[src/rtl/keypad_scanner.sv]
// 4x4 keypad scanner: row scan, debounce, last-digit latch and '#' check strobe.
// Define KEYPAD_AUTO_CHECK_EN to also fire the check strobe on every digit key.
module keypad_scanner #(
  parameter int SCAN_DIV           = 12000,
  parameter int DEBOUNCE_SCANS     = 5,
  parameter int CHECK_PULSE_CYCLES = 8
) (
  input  logic       clk,
  input  logic       reset,
  input  logic [3:0] col_n,
  output logic [3:0] row_n,
  output logic [3:0] keypad_digit,
  output logic       check_answer_n,
  output logic       key_held
);

  localparam int SW = $clog2(SCAN_DIV);
  localparam int DW = $clog2(DEBOUNCE_SCANS + 1);
  localparam int PW = $clog2(CHECK_PULSE_CYCLES);

`ifdef KEYPAD_AUTO_CHECK_EN
  localparam bit AutoCheck = 1'b1;
`else
  localparam bit AutoCheck = 1'b0;
`endif

  typedef enum logic [1:0] {
    S_IDLE,
    S_CAND,
    S_PRESSED,
    S_RELEASE
  } state_e;

  logic [3:0]    col_s1_q, col_s2_q;
  logic [SW-1:0] settle_q, settle_d;
  logic [1:0]    row_idx_q, row_idx_d;
  logic [3:0]    row_n_q, row_n_d;
  logic [15:0]   press_q, press_d;
  logic          eval_q, eval_d;

  state_e        state_q, state_d;
  logic [DW-1:0] cnt_q, cnt_d, cnt_inc;
  logic [3:0]    cand_q, cand_d;

  logic          key_held_q, key_held_d;
  logic [3:0]    digit_q, digit_d;
  logic          pend_vld_q, pend_vld_d;
  logic [3:0]    pend_val_q, pend_val_d;
  logic          pend_dig_q, pend_dig_d;
  logic          auto_q, auto_d;
  logic          check_n_q, check_n_d;
  logic [PW-1:0] pcnt_q, pcnt_d;

  logic [4:0]    hits;
  logic [3:0]    code;
  logic          code_vld;
  logic          accept;
  logic          digit_act, star_act, hash_act;
  logic [3:0]    digit_val;

  always_comb begin
    settle_d  = settle_q + SW'(1);
    row_idx_d = row_idx_q;
    row_n_d   = row_n_q;
    press_d   = press_q;
    eval_d    = 1'b0;
    if (settle_q == SW'(SCAN_DIV - 1)) begin
      settle_d  = '0;
      row_idx_d = row_idx_q + 2'd1;
      row_n_d   = {row_n_q[2:0], row_n_q[3]};
      press_d[{row_idx_q, 2'b00} +: 4] = ~col_s2_q;
      eval_d    = (row_idx_q == 2'd3);
    end
  end

  // press_q holds one full scan; a single hit is the only valid code
  always_comb begin
    hits = '0;
    code = '0;
    for (int i = 0; i < 16; i++) begin
      if (press_q[i]) begin
        hits = hits + 5'd1;
        code = 4'(i);
      end
    end
    code_vld = eval_q && (hits == 5'd1);
  end

  always_ff @(posedge clk) begin
    if (reset) begin
      state_q <= S_IDLE;
      cnt_q   <= '0;
      cand_q  <= '0;
    end else begin
      state_q <= state_d;
      cnt_q   <= cnt_d;
      cand_q  <= cand_d;
    end
  end

  always_comb begin
    state_d = state_q;
    cnt_d   = cnt_q;
    cand_d  = cand_q;
    cnt_inc = cnt_q + DW'(1);
    if (eval_q) begin
      unique case (state_q)
        S_IDLE: begin
          if (code_vld) begin
            cand_d  = code;
            cnt_d   = DW'(1);
            state_d = (DEBOUNCE_SCANS == 1) ? S_PRESSED : S_CAND;
          end
        end
        S_CAND: begin
          if (code_vld && code == cand_q) begin
            cnt_d = cnt_inc;
            if (cnt_inc == DW'(DEBOUNCE_SCANS)) state_d = S_PRESSED;
          end else begin
            state_d = S_IDLE;
          end
        end
        S_PRESSED: begin
          if (!code_vld) begin
            cnt_d   = DW'(1);
            state_d = (DEBOUNCE_SCANS == 1) ? S_IDLE : S_RELEASE;
          end
        end
        S_RELEASE: begin
          if (code_vld) begin
            state_d = S_PRESSED;
          end else begin
            cnt_d = cnt_inc;
            if (cnt_inc == DW'(DEBOUNCE_SCANS)) state_d = S_IDLE;
          end
        end
        default: state_d = S_IDLE;
      endcase
    end
  end

  always_comb begin
    accept     = eval_q && (state_q == S_IDLE || state_q == S_CAND)
                 && (state_d == S_PRESSED);
    key_held_d = (state_d == S_PRESSED) || (state_d == S_RELEASE);
    digit_act  = 1'b0;
    star_act   = 1'b0;
    hash_act   = 1'b0;
    digit_val  = '0;
    if (accept) begin
      unique case (1'b1)
        (code[1:0] == 2'd3): begin
        end
        (code[1:0] != 2'd3 && code[3:2] != 2'd3): begin
          digit_act = 1'b1;
          digit_val = 4'(code[3:2]) * 4'd3 + 4'(code[1:0]) + 4'd1;
        end
        (code == 4'd12): star_act  = 1'b1;
        (code == 4'd13): digit_act = 1'b1;
        (code == 4'd14): hash_act  = 1'b1;
        default: begin
        end
      endcase
    end
  end

  // digit writes wait for the strobe to end so the main FPGA never sees them change under it
  always_comb begin
    digit_d    = digit_q;
    pend_vld_d = pend_vld_q;
    pend_val_d = pend_val_q;
    pend_dig_d = pend_dig_q;
    auto_d     = 1'b0;
    check_n_d  = check_n_q;
    pcnt_d     = pcnt_q;
    if (digit_act || star_act) begin
      if (check_n_q) begin
        digit_d = digit_val;
        auto_d  = AutoCheck & digit_act;
      end else begin
        pend_vld_d = 1'b1;
        pend_val_d = digit_val;
        pend_dig_d = digit_act;
      end
    end else if (pend_vld_q && check_n_q) begin
      digit_d    = pend_val_q;
      pend_vld_d = 1'b0;
      auto_d     = AutoCheck & pend_dig_q;
    end
    if (!check_n_q) begin
      if (pcnt_q == '0) check_n_d = 1'b1;
      else pcnt_d = pcnt_q - PW'(1);
    end else if (hash_act || auto_q) begin
      check_n_d = 1'b0;
      pcnt_d    = PW'(CHECK_PULSE_CYCLES - 1);
    end
  end

  always_ff @(posedge clk) begin
    if (reset) begin
      col_s1_q   <= 4'b1111;
      col_s2_q   <= 4'b1111;
      settle_q   <= '0;
      row_idx_q  <= '0;
      row_n_q    <= 4'b1110;
      press_q    <= '0;
      eval_q     <= 1'b0;
      key_held_q <= 1'b0;
      digit_q    <= '0;
      pend_vld_q <= 1'b0;
      pend_val_q <= '0;
      pend_dig_q <= 1'b0;
      auto_q     <= 1'b0;
      check_n_q  <= 1'b1;
      pcnt_q     <= '0;
    end else begin
      col_s1_q   <= col_n;
      col_s2_q   <= col_s1_q;
      settle_q   <= settle_d;
      row_idx_q  <= row_idx_d;
      row_n_q    <= row_n_d;
      press_q    <= press_d;
      eval_q     <= eval_d;
      key_held_q <= key_held_d;
      digit_q    <= digit_d;
      pend_vld_q <= pend_vld_d;
      pend_val_q <= pend_val_d;
      pend_dig_q <= pend_dig_d;
      auto_q     <= auto_d;
      check_n_q  <= check_n_d;
      pcnt_q     <= pcnt_d;
    end
  end

  assign row_n          = row_n_q;
  assign keypad_digit   = digit_q;
  assign check_answer_n = check_n_q;
  assign key_held       = key_held_q;

endmodule
[config.mk]
export PLATFORM = sky130hd
export DESIGN_NAME = keypad_scanner
export DESIGN_NICKNAME = d
export VERILOG_FILES = /design/src/rtl/keypad_scanner.sv
export SDC_FILE = /design/constraint.sdc
export NUM_CORES = 1
export LEC_CHECK = 0
export ABC_AREA = 1
export CAP_MARGIN = 20
export CORE_MARGIN = 3
export CORE_UTILIZATION = 50
export DETAILED_ROUTE_END_ITERATION = 16
export MAX_ROUTING_LAYER = met4
export PLACE_DENSITY_LB_ADDON = 0.12
export SETUP_SLACK_MARGIN = 0.15
export SYNTH_ARGS = -nofsm -noshare
export SYNTH_HDL_FRONTEND = slang
export SYNTH_SLANG_ARGS = --single-unit
[constraint.sdc]
create_clock -name clk -period 7.7 [get_ports clk]
set_clock_uncertainty 0.1 [all_clocks]
set_input_delay 1.54 -clock clk [delete_from_list [all_inputs] [get_ports clk]]
set_output_delay 1.54 -clock clk [all_outputs]
set_load 0.005 [all_outputs]
Word-level counts from Yosys, hierarchy flattened
Cells that the tools add are included.

Shift-type cells: 2. Add/sub/neg operators: 22. Reductions and logical operators: 21. Bitwise logic cells: 3. Eq/ne operators: 23. Multipliers: 1. Multiplexer cells: 65.

Operator list (count): adder 5 x 1 -> 5 bit, second input constant (15); two-way mux 5 bit (15); two-way mux 4 bit (18); two-way mux 3 bit (7); inequality test 2 bit, second input constant (9); bitwise mux 16 bit (1); two-way mux 2 bit (8); variable shift 4 x 6 -> 16 bit, first input constant (1); variable part select 4 x 6 -> 16 bit (1); adder 14 x 1 -> 14 bit, second input constant (1); == test 14 bit, second input constant (1); two-way mux 1 bit (14); == test 4 bit, second input constant (3); case mux 3 bit (4 select lines) (1); == test 2 bit, second input constant (5); case mux 2 bit (4 select lines) (1); AND reduction 2 bit (4); logical AND 1 bit (6); negator 4 -> 6 bit (1); OR reduction 2 bit (3); == test 5 x 1 -> 1 bit, second input constant (1); AND reduction 5 bit (1); adder 4 x 1 -> 4 bit, second input constant (1); adder 4 x 2 -> 4 bit (1); other kinds (15) (18).

Bits in registers: 68. Input port bits: 6. Output and inout bits: 10.

Longest topological paths before layout
Gate-level depths: netlist of the first run.

Depth after elaboration: 43. Gate-level depth with buffers: 61. Depth with buffers taken out: 61.

Worst setup path before layout of the first run
No wires, ideal clock.

Kind: register to register. Start: reg press_q[0]. End: reg pend_val_q[1]. Arrival: 7.990 ns. Stages on the path, launching flop included: 58. Setup time: 0.116 ns. Path slack: -0.505 ns. Data required time: 7.484 ns. Cell sequence: dfxtp_1 > inv_1 > ha_1 > inv_1 > nand2_2 > nand2_1 > inv_1 > ha_1 > nand2_1 > nand2_1 > ha_1 > or2_1 > nand2_1 > inv_1 > ha_1 > nand2_1 > nand2_1 > ha_1 > (+22 left out) > o21ai_2 > inv_1 > ha_1 > or2_2 > nand2_1 > inv_1 > ha_1 > inv_1 > nand2_1 > nand2_1 > nand3_2 > nor2_4 > nand3_1 > nor2_1 > nand3_2 > nor2_1 > nand2_1 > and3_1.

Longest elaborated chain between the ends: 42. Elaborated cells on any way between the ends: 47. Those cells by class: add/sub (15); eq/ne (2); mux (25); reduce/logical (5).

RTL lines: start: declaration (RTL line 38) `logic [15:0] press_q, press_d;`; start signal: assignment (RTL line 222) `press_q <= press_d;`; two-way mux 1 bit * (RTL line 81) `if (press_q[i]) begin`; adder 5 x 1 -> 5 bit (RTL line 82) `hits = hits + 5'd1;`; two-way mux 5 bit * (RTL line 81); adder 5 x 1 -> 5 bit (RTL line 82); two-way mux 5 bit * (RTL line 81); adder 5 x 1 -> 5 bit (RTL line 82); two-way mux 5 bit * (RTL line 81); adder 5 x 1 -> 5 bit (RTL line 82); (+26 left out); two-way mux 2 bit (RTL line 116) `if (code_vld && code == cand_q) begin`; case mux 2 bit (4 select lines) * (RTL line 107) `unique case (state_q)`; two-way mux 2 bit * (RTL line 106) `if (eval_q) begin`; == test 2 bit * (RTL line 144) `&& (state_d == S_PRESSED);`; logical AND 1 bit * (RTL line 144); two-way mux 1 bit (RTL line 150) `if (accept) begin`; logical OR 1 bit (RTL line 176) `if (digit_act || star_act) begin`; AND reduction 2 bit (no source line); end signal: assignment (RTL line 227) `pend_val_q <= pend_val_d;`; end: declaration (RTL line 48) `logic [3:0] pend_val_q, pend_val_d;`.

Mark *: on every way between the ends. The rest lies on a longest branch, timed or not. A chain may end at the register's enable or synchronous reset.

Worst setup path after layout of the first run
Start: reg press_q[1]. End: reg pend_val_q[1].

Longest elaborated chain between the ends: 40. Elaborated cells on any way between the ends: 71. Those cells by class: add/sub (16); eq/ne (6); mux (42); reduce/logical (7).

RTL lines (RTL line): two-way mux 5 bit (81); adder 5 x 1 -> 5 bit (82); two-way mux 5 bit (81); adder 5 x 1 -> 5 bit (82); two-way mux 5 bit (81); adder 5 x 1 -> 5 bit (82); two-way mux 5 bit (81); adder 5 x 1 -> 5 bit (82); (+24 left out); two-way mux 2 bit (116); case mux 2 bit (4 select lines) (107); two-way mux 2 bit (106); == test 2 bit (144); logical AND 1 bit (144); two-way mux 1 bit (150); logical OR 1 bit (176); AND reduction 2 bit (no source line).

Parallel ways exist; a longest one is shown, timed or not.

==> results of run 1 <==
stage by stage:
stage | setup TNS [ns] | worst slack, ns | power (mW) | util [%]
finish | -4.867 | -0.3245 | 0.6776 | 71.40
CTS | -2.026 | -0.1570 | 0.6813 | 67.44
floorplan | -3.332 | -0.2697 | 0.3728 | -
global route | -13.08 | -0.6946 | 0.6993 | 71.40
global placement | -5.280 | -0.3311 | 0.3769 | 58.12
detailed placement | -10.28 | -0.5816 | 0.3774 | 58.12
cell type report:
cell class	instances	area (um^2)
clock buffer	10	137.6
clock inverter	6	71.32
fill	753	2680
inverter	128	480.5
multi-input combinational	528	3570
sequential	68	1364
tap	129	161.4
timing repair buffer	96	907.1
cell usage after synthesis, types with 5 or more instances:
master,n
nor2_2,5
a31oi_1,8
or2_2,12
nand3_1,50
inv_1,117
inv_2,10
xor2_1,6
clkbuf_1,8
ha_1,30
o21ai_0,10
nand4_1,8
nand3_2,19
nor2_1,57
nand2_2,46
dfxtp_1,68
a21oi_1,37
a211oi_1,18
nand2_1,176
nor4_1,5
worst max-delay path, delay by kind of cell (launching register included):
family                     cells  cell delay [ns]
buffers and inverters         36             3.75
and+or+nand+nor               34             2.89
adders and majority gates      3             0.76
DFF                            1             0.35
AOI/OAI and AO/OA              1             0.06
kinds of logic (layout without fill, tap and decap cells):
| kind of cell | count (synthesis) | in the layout | share of synthesized area, % |
|---|---|---|---|
| AND/OR/NAND/NOR | 396 | 396 | 39.92 |
| buffers and inverters | 139 | 240 | 10.86 |
| AO/OA/AOI/OAI | 92 | 92 | 11.42 |
| flip-flops | 68 | 68 | 27.86 |
| adder cells (fa/ha/maj) | 32 | 32 | 8.502 |
| XOR/XNOR | 8 | 8 | 1.434 |
where the power goes:
| part | internal, mW | switching [mW] | total (mW) |
|---|---|---|---|
| clock network | 0.160 | 0.147 | 0.308 |
| registers | 0.355 | 0.00171 | 0.356 |
| logic | 0.00542 | 0.00799 | 0.0134 |
| total | 0.520 | 0.157 | 0.678 |
repair_timing:
action                     CTS  global route
gates cloned                 0             0
hold buffers                 0             0
buffers inserted            50             5
resized for setup           67            77
pin swaps                   63            82
setup endpoints to repair   23            23
cell usage in the layout, fill, tap and decap left out, types with 4 or more instances in the layout:
cell type,Yosys,routed
or2_2,12,10
xor2_1,6,6
dfxtp_1,68,66
clkdlybuf4s50_1,0,15
a211oi_1,18,18
a21oi_1,37,37
inv_2,10,22
o21ai_0,10,10
a31oi_1,8,8
nand2_1,176,126
nor2_2,5,7
inv_1,117,105
o21ai_2,3,4
buf_6,0,33
ha_4,0,13
nand3_2,19,25
nor2_4,1,6
nand3_1,50,38
buf_4,1,46
nand2_4,3,21
nand2_2,46,77
nor2_1,57,50
nor4_1,5,5
nand4_1,8,8
ha_1,30,17
nand3_4,0,6
clkbuf_8,0,10
path summary, 6_finish.rpt:
path / depth (start not counted) / endpoint
max: 74 / pend_val_q[1]
min: 1 / col_s2_q[3]
max reg2reg: 74 / pend_val_q[1]
min reg2reg: 1 / col_s2_q[3]
metal layers:
| metal | GRT usage, % | up-vias |
|---|---|---|
| li1 | - | 2538 |
| met3 | 4.447 | 45 |
| met4 | 10.40 | 0 |
| met2 | 38.27 | 111 |
| met5 | - | - |
| met1 | 26.96 | 2281 |
state kept, by name, indices dropped and copies added, names as in the netlist, 3 cells and up:
signal,count
press_q,16
settle_q,14
cand_q,4
col_s1_q,4
col_s2_q,4
keypad_digit,4
pend_val_q,4
row_n,4
cnt_q,3
pcnt_q,3
==> results.yml, run 1 <==
critical_path:
  worst_path_most_repeated_cell: "buf_6"
  rr_startpoint: "press_q[1]"
  rrSetupSlack_ns: -0.32
  startpoint_type: "register"
  slowest_delay_ns: 0.35
  path_class: "reg -> reg"
  worstSetupStartpoint: "press_q[1]"
  required_ns: 7.85
  slowest_stage: "dfxtp_2"
  crit_fanout: 4
  arrival_ns: 8.18
  critPathCaptureType: "register"
clock_tree:
  clock_latency_ns: 0.36
  cts_tree: "built"
  numCtsBuffers: 9
  h-tree-depth: 3
  clockRootBuffer: "clkbuf_8"
  clock-sinks: 68
  cts_max_path_buffers: 2
  clkTransAtPathRegs_ns: 0.08
synthesis:
  yosysTopAreaCell: "dfxtp_1"
  synth_flop_cell: "dfxtp_1"
  synth-seq-area-share_pct: 27.86
  synth_edf_count: 0
  avgSynthCellArea_um2: 6.648
  synthArstFlopShare_pct: 0
  synth_top_area_share_pct: 27.86
  synth_nets: 773
  ys_types: 43
  syn-instance-count: 735
  synth_seq_cells: 68
  syn-cell-area_mm2: 0.004886
  synth_area_leaders: "dfxtp_1 28%, nand2_1 14%, inv_1 9.0%"
  ys_warn_count: 0
timing:
  period_minus_slack_ns: 8.025
  setup_violations: 23
  maxSlewHeadroom_pct: 24.10
  grt_setup_unrepaired: "yes"
  final-hold-violation-count: 0
  finalWorstSetupSlack_ns: -0.3245
  fmax_ghz: 0.1246
  drv_slew: 0
  worst_slew_pin_slew_ns: 1.128
  fin_crit_sh_pct: 104.2
  whs_ns: 0.3126
worst_hold_path:
  min_from: "col_s1_q[3]"
  min_path_type: "reg -> reg"
floorplan:
  coreArea_mm2: 0.009371
  rows: 35
  die_area_mm2: 0.01099
  start_util_pct: 52.14
  die_w_um: 104.9
  die_h_um: 104.9
  pin_count: 16
outcome:
  failed_checks: "negative setup slack"
  status: "finished, violations left"
detailed_routing:
  wl_per_cell_um: 13.37
  final_antenna_net_count: 0
  dr_wl_met2_um: 6462
  wirelength_um: 12900
  drc: 0
  wl_met1_um: 5578
  wl_met3_um: 423
  vias: 4975
  vias_per_cell: 5.155
  top_layer: "met4"
  dr.pass1.iters: 4
  drt_first_iter_violations: 219
grt:
  track_usage_pct: 23.02
  overflow: 0
  grt_pass1_vias: 4809
  grt_start_max_net_pins: 40
  grt_pass1_wl_um: 20700
  antenna_found_initial: 0
layout:
  nets: 869
  drive_above_1_share_pct: 35.89
  final_cells: 965
  stdcell_area_mm2: 0.006691
  diodes: 0
  area_delta_synth_final_pct: 36.95
power:
  power_density_mw_per_mm2: 101.3
  leakagePower_nw: 3.392
  ir_drop_uv: 121.8
placement:
  hpwl_um: 7797
  dp.cells: 894
  place_area_mm2: 0.005446
  place_congestion: 0.8644
  numPortBuffers: 15
flow_run:
  drv_cap: 0
(Power assumes the default switching activity.)
==> run 2: changes to the inputs <==
--- a/config.mk
+++ b/config.mk
@@ -6,7 +6,6 @@
 export NUM_CORES = 1
 export LEC_CHECK = 0
 export ABC_AREA = 1
-export CAP_MARGIN = 20
 export CORE_MARGIN = 3
 export CORE_UTILIZATION = 50
 export DETAILED_ROUTE_END_ITERATION = 16
==> constraint.sdc (replaced) <==
create_clock -name clk -period 8.89 [get_ports clk]
set_clock_uncertainty 0.1 [all_clocks]
set_input_delay 1.778 -clock clk [delete_from_list [all_inputs] [get_ports clk]]
set_output_delay 1.778 -clock clk [all_outputs]
set_load 0.005 [all_outputs]
==> results.yml, run 2 (synthesis gave the netlist of run 1 again) <==
layout:
  drive_above_1_share_pct: 20.68
  diodes: 0
  layout_common_cells: "164 x nand2_1, 113 x inv_1, 66 x dfxtp_1, 56 x nor2_1, 53 x nand2_2"
  largest_register: "press_q"
  reg_top3: "press_q: 16 flops, settle_q: 14 flops"
  layout_commonest_cell: "nand2_1"
  nets: 802
  area_delta_synth_final_pct: 13.93
  largest_reg_flops: 16
floorplan:
  rows: 35
  die_h_um: 104.9
  die_area_mm2: 0.01099
  coreArea_mm2: 0.009371
  die_w_um: 104.9
  start_util_pct: 52.14
  pin_count: 16
detailed_routing:
  drt_first_iter_violations: 150
  wirelength_um: 9654
  dr.pass1.iters: 5
  vias: 4433
  wl_per_cell_um: 10.75
  drc: 0
  vias_per_cell: 4.937
  final_antenna_net_count: 0
timing:
  whs_ns: 0.3112
  worst_slew_pin_slew_ns: 0.8442
  drv_slew: 0
  tns_ns: 0
  period_minus_slack_ns: 8.249
  setup_violations: 0
  fin_crit_sh_pct: 92.79
  final-hold-violation-count: 0
  maxSlewHeadroom_pct: 43.13
  grt_setup_unrepaired: "no"
  fmax_ghz: 0.1212
grt:
  grt_pass1_wl_um: 17260
  track_usage_pct: 18.42
  overflow: 0
  grt_start_max_net_pins: 40
  grt_pass1_vias: 4118
  antenna_found_initial: 0
flow_run:
  drv_cap: 0
placement:
  numPortBuffers: 15
  place_congestion: 0.8560
  hpwl_um: 7536
critical_path:
  startpoint_type: "register"
  required_ns: 9.07
  slowest_delay_ns: 0.34
  ff2ff_path_depth: 61
  slowest_stage: "dfxtp_2"
  rrSetupSlack_ns: 0.64
  r2r_end: "keypad_digit[2]"
  arrival_ns: 8.43
  critPathCaptureType: "register"
  crit_fanout: 8
  rr_startpoint: "press_q[1]"
  path_class: "reg -> reg"
clock_tree:
  cts_tree: "built"
  clock_latency_ns: 0.34
  clockRootBuffer: "clkbuf_8"
  ctsHoldBuffers: 0
  h-tree-depth: 3
  numCtsBuffers: 9
  cts_max_path_buffers: 2
  clkTransAtPathRegs_ns: 0.08
  clock-sinks: 68
worst_hold_path:
  min_path_cells: 1
  min_from: "col_s1_q[2]"
  hold_end: "col_s2_q[2]"
  min_path_type: "reg -> reg"
outcome:
  status: "complete, no violations"
power:
  power_density_mw_per_mm2: 99.34
  ir_drop_uv: 101.6
  leakagePower_nw: 2.893
[run 2: timing repair]
| action | 4_1_cts | 5_1_grt |
|---|---|---|
| pin swaps | 5 | 18 |
| resized for setup | 7 | 24 |
| buffers inserted | 2 | 10 |
| setup endpoints to repair | 13 | 23 |
[run 2: layout make-up]
cell class | instances | area, um^2
fill | 937 | 3805
multi-input combinational | 528 | 3124
sequential | 68 | 1364
inverter | 128 | 480.5
timing repair buffer | 29 | 255.2
tap | 129 | 161.4
clock buffer | 9 | 123.9
clock inverter | 7 | 57.56
[run 2: worst max-delay path, delay by kind of cell (launching register included)]
kind            cells  cell delay (ns)
flops               1             0.34
buf+inv             9             0.44
compound gates      3             0.33
fa+ha+maj          14             3.48
simple gates       35             3.47
[run 2: worst max path at each step]
stage | start | endpoint | slack [ns] | cells past startpoint
CTS | press_q[1] | keypad_digit[2] | 0.15 | 60
floorplan | press_q[0] | pend_val_q[1] | 0.68 | 57
global route | press_q[1] | keypad_digit[1] | 0.05 | 61
detailed placement | press_q[0] | pend_val_q[1] | 0.04 | 57
finish | press_q[1] | keypad_digit[2] | 0.64 | 61
global placement | press_q[1] | pend_val_q[1] | 0.34 | 59
[run 2: power breakdown]
part | internal (mW) | switching, mW | total, mW
combinational | 0.00473 | 0.00675 | 0.0115
sequential | 0.307 | 0.00116 | 0.308
clock | 0.105 | 0.128 | 0.233
total | 0.417 | 0.136 | 0.553
[run 2: per-stage QoR]
stage | area, um^2 | total power [mW] | util (%) | worst slack, ns | cells
2_1_floorplan | 4886 | 0.3229 | - | 0.6848 | 735
3_3_place_gp | 5162 | 0.3265 | 55.09 | 0.3365 | 870
3_5_place_dp | 5162 | 0.3271 | 55.09 | 0.04450 | 870
4_1_cts | 5384 | 0.5582 | 57.45 | 0.1507 | 888
5_1_grt | 5567 | 0.5713 | 59.40 | 0.04591 | 898
6_report | 5567 | 0.5530 | 59.40 | 0.6408 | 898
[run 2: metal layers]
metal	wire [um]	vias up	track usage, %
li1	-	2408	-
met1	4892	1967	24.21
met2	4470	50	30.52
met3	213	8	2.779
met4	78	0	3.187
met5	0	-	-
==> run 3: changes to the inputs <==
--- a/config.mk
+++ b/config.mk
@@ -5,12 +5,12 @@
 export SDC_FILE = /design/constraint.sdc
 export NUM_CORES = 1
 export LEC_CHECK = 0
-export ABC_AREA = 1
+export ABC_AREA = 0
 export CORE_MARGIN = 3
 export CORE_UTILIZATION = 50
 export DETAILED_ROUTE_END_ITERATION = 16
 export MAX_ROUTING_LAYER = met4
-export PLACE_DENSITY_LB_ADDON = 0.12
+export PLACE_DENSITY_LB_ADDON = 0.15
 export SETUP_SLACK_MARGIN = 0.15
 export SYNTH_ARGS = -nofsm -noshare
 export SYNTH_HDL_FRONTEND = slang
==> results.yml, run 3 <==
grt:
  grt_pass1_vias: 4300
  grt_start_max_net_pins: 51
  antenna_found_initial: 0
  grt_pass1_wl_um: 19460
  track_usage_pct: 21.29
  overflow: 0
detailed_routing:
  drt_first_iter_violations: 189
  wl_met1_um: 5182
  drc: 0
  wl_met3_um: 214
  wirelength_um: 11070
  dr.pass1.iters: 4
  final_antenna_net_count: 0
  vias: 4309
  wl_per_cell_um: 13.86
  dr_wl_met2_um: 5509
  vias_per_cell: 5.393
  top_layer: "met4"
critical_path:
  slowest_stage: "or3_4"
  required_ns: 9.02
  crit_fanout: 4
  startpoint_type: "register"
  arrival_ns: 9.47
  path_class: "reg -> reg"
  critPathCaptureType: "register"
  slowest_delay_ns: 0.40
power:
  p_switching_uw: 132.8
  seqPwrFrac_pct: 55.8
  cellInternalPower_uw: 421.8
  swShare_pct: 23.94
  power_density_mw_per_mm2: 87.86
  clkPwrFrac_pct: 42.2
  ir_drop_uv: 100.1
  p_total_uw: 554.6
  leakagePower_nw: 2.594
  combPwrFrac_pct: 2.0
synthesis:
  avgSynthCellArea_um2: 8.400
  syn-cell-area_mm2: 0.004922
  syn-instance-count: 586
  synth_edf_count: 0
  synth_top_area_share_pct: 27.66
  synth_area_leaders: "dfxtp_1 28%, ha_1 7.6%, xnor2_1 5.5%"
  synthArstFlopShare_pct: 0
  ys_warn_count: 0
  yosysMostFrequentCell: "dfxtp_1"
  synth_common_cells: "68 x dfxtp_1, 67 x nor2_1, 49 x nand2_1, 43 x a21oi_1, 35 x inv_1"
  synth-seq-area-share_pct: 27.66
  synth_nets: 624
  ys_types: 72
  yosysTopAreaCell: "dfxtp_1"
  synth_flop_cell: "dfxtp_1"
  synth_seq_cells: 68
floorplan:
  start_util_pct: 52.28
  die_h_um: 105.2
  coreArea_mm2: 0.009415
  die_w_um: 105.2
  pin_count: 16
  rows: 35
  die_area_mm2: 0.01107
layout:
  layout_commonest_cell: "buf_4"
  stdcell_area_mm2: 0.006312
  diodes: 0
  layout_common_cells: "70 x buf_4, 66 x nor2_1, 66 x dfxtp_1, 42 x nand2_1, 39 x a21oi_1"
  utilization_pct: 67.04
  nets: 703
  largest_reg_flops: 16
  area_delta_synth_final_pct: 28.24
  reg_top3: "press_q: 16 flops, settle_q: 14 flops"
  largest_register: "press_q"
  drive_above_1_share_pct: 28.51
timing:
  setup_violations: 23
  grt_setup_unrepaired: "yes"
  fmax_ghz: 0.1071
  final-hold-violation-count: 0
  tns_ns: -8.275
  worst_slew_pin_slew_ns: 1.194
  drv_slew: 0
  whs_ns: 0.3092
  finalWorstSetupSlack_ns: -0.4432
  fin_crit_sh_pct: 105.0
  maxSlewHeadroom_pct: 19.77
  period_minus_slack_ns: 9.333
placement:
  place_congestion: 0.8243
  numPortBuffers: 15
  place_area_mm2: 0.005535
  hpwl_um: 7546
clock_tree:
  ctsHoldBuffers: 0
  cts_tree: "built"
  clock_latency_ns: 0.34
  clockRootBuffer: "clkbuf_8"
  numCtsBuffers: 9
  clock-sinks: 68
  clkTransAtPathRegs_ns: 0.08
  h-tree-depth: 3
  cts_max_path_buffers: 2
outcome:
  status: "finished, violations left"
  failed_checks: "negative setup slack"
flow_run:
  drv_cap: 0
worst_hold_path:
  min_path_type: "reg -> reg"
## run 3: cell count changes after synthesis, moves of 8 or more
cell,delta
clkbuf_1,+15
inv_2,-10
nand2_2,-46
nor2_1,+10
xnor2_1,+29
xor2_1,+12
nand3_2,-19
nor3_1,+21
nand2_1,-127
a211oi_1,-13
inv_1,-82
o21ai_0,+8
nand3_1,-29
mux2i_1,+14
## run 3: cell families after synthesis
logic type,count (synthesis),synth area share [%]
adders and majority gates,32,8.439
and+or+nand+nor,223,22.34
DFF,68,27.66
buffers and inverters,64,5.262
xor gates and xnor gates,64,15.89
muxes,20,4.448
AOI/OAI and AO/OA,115,15.96
## run 3: stage by stage
step           setup slack (ns)  instances
2_1_floorplan           -0.6802        586
3_3_place_gp            -0.3368        740
3_5_place_dp            -0.5235        740
4_1_cts                 -0.4251        792
5_1_grt                 -0.8870        799
6_report                -0.4432        799
## run 3: worst paths after layout
kind                                         to  depth (start not counted)        start  slack [ns]
worst max-delay path            keypad_digit[3]                         51   press_q[1]       -0.44
worst min-delay path                col_s2_q[3]                          1  col_s1_q[3]        0.31
worst max register to register  keypad_digit[3]                         51   press_q[1]       -0.44
worst min register to register      col_s2_q[3]                          1  col_s1_q[3]        0.31
## run 3: what timing repair did
action,in CTS,in global routing
setup endpoints to repair,23,23
buffers inserted,36,7
pin swaps,29,26
resized for setup,25,31
## run 3: routing by layer
metal  global-route usage, %  vias to the layer above
li1                        -                     2207
met1                   26.62                     2036
met2                   35.84                       51
met3                   2.388                       15
met4                   7.310                        0
met5                       -                        -
## run 3: power groups by stage
stage                     registers, mW  clock network (mW)  logic [mW]
after floorplan                   0.316                   0     0.00748
after global placement            0.316                   0      0.0107
after detailed placement          0.317                   0      0.0110
after CTS                         0.309               0.242      0.0111
after global routing              0.310               0.255      0.0124
final                             0.309               0.234      0.0110
## run 3: worst max-delay path, delay by kind of cell (launching register included)
kind	cells	cell delay (ns)
adder cells (fa/ha/maj)	14	3.49
AO/OA/AOI/OAI	13	1.84
AND/OR/NAND/NOR	13	1.47
multiplexers	4	1.13
buffers and inverters	5	0.53
flip-flops	1	0.36
XOR/XNOR	2	0.27
## run 3: area by class of cell
class | count | area (um^2)
timing repair buffer | 97 | 805.8
multi-input combinational | 454 | 3664
inverter | 35 | 131.4
sequential | 68 | 1364
fill | 751 | 3103
tap | 129 | 161.4
clock inverter | 6 | 48.80
clock buffer | 10 | 137.6
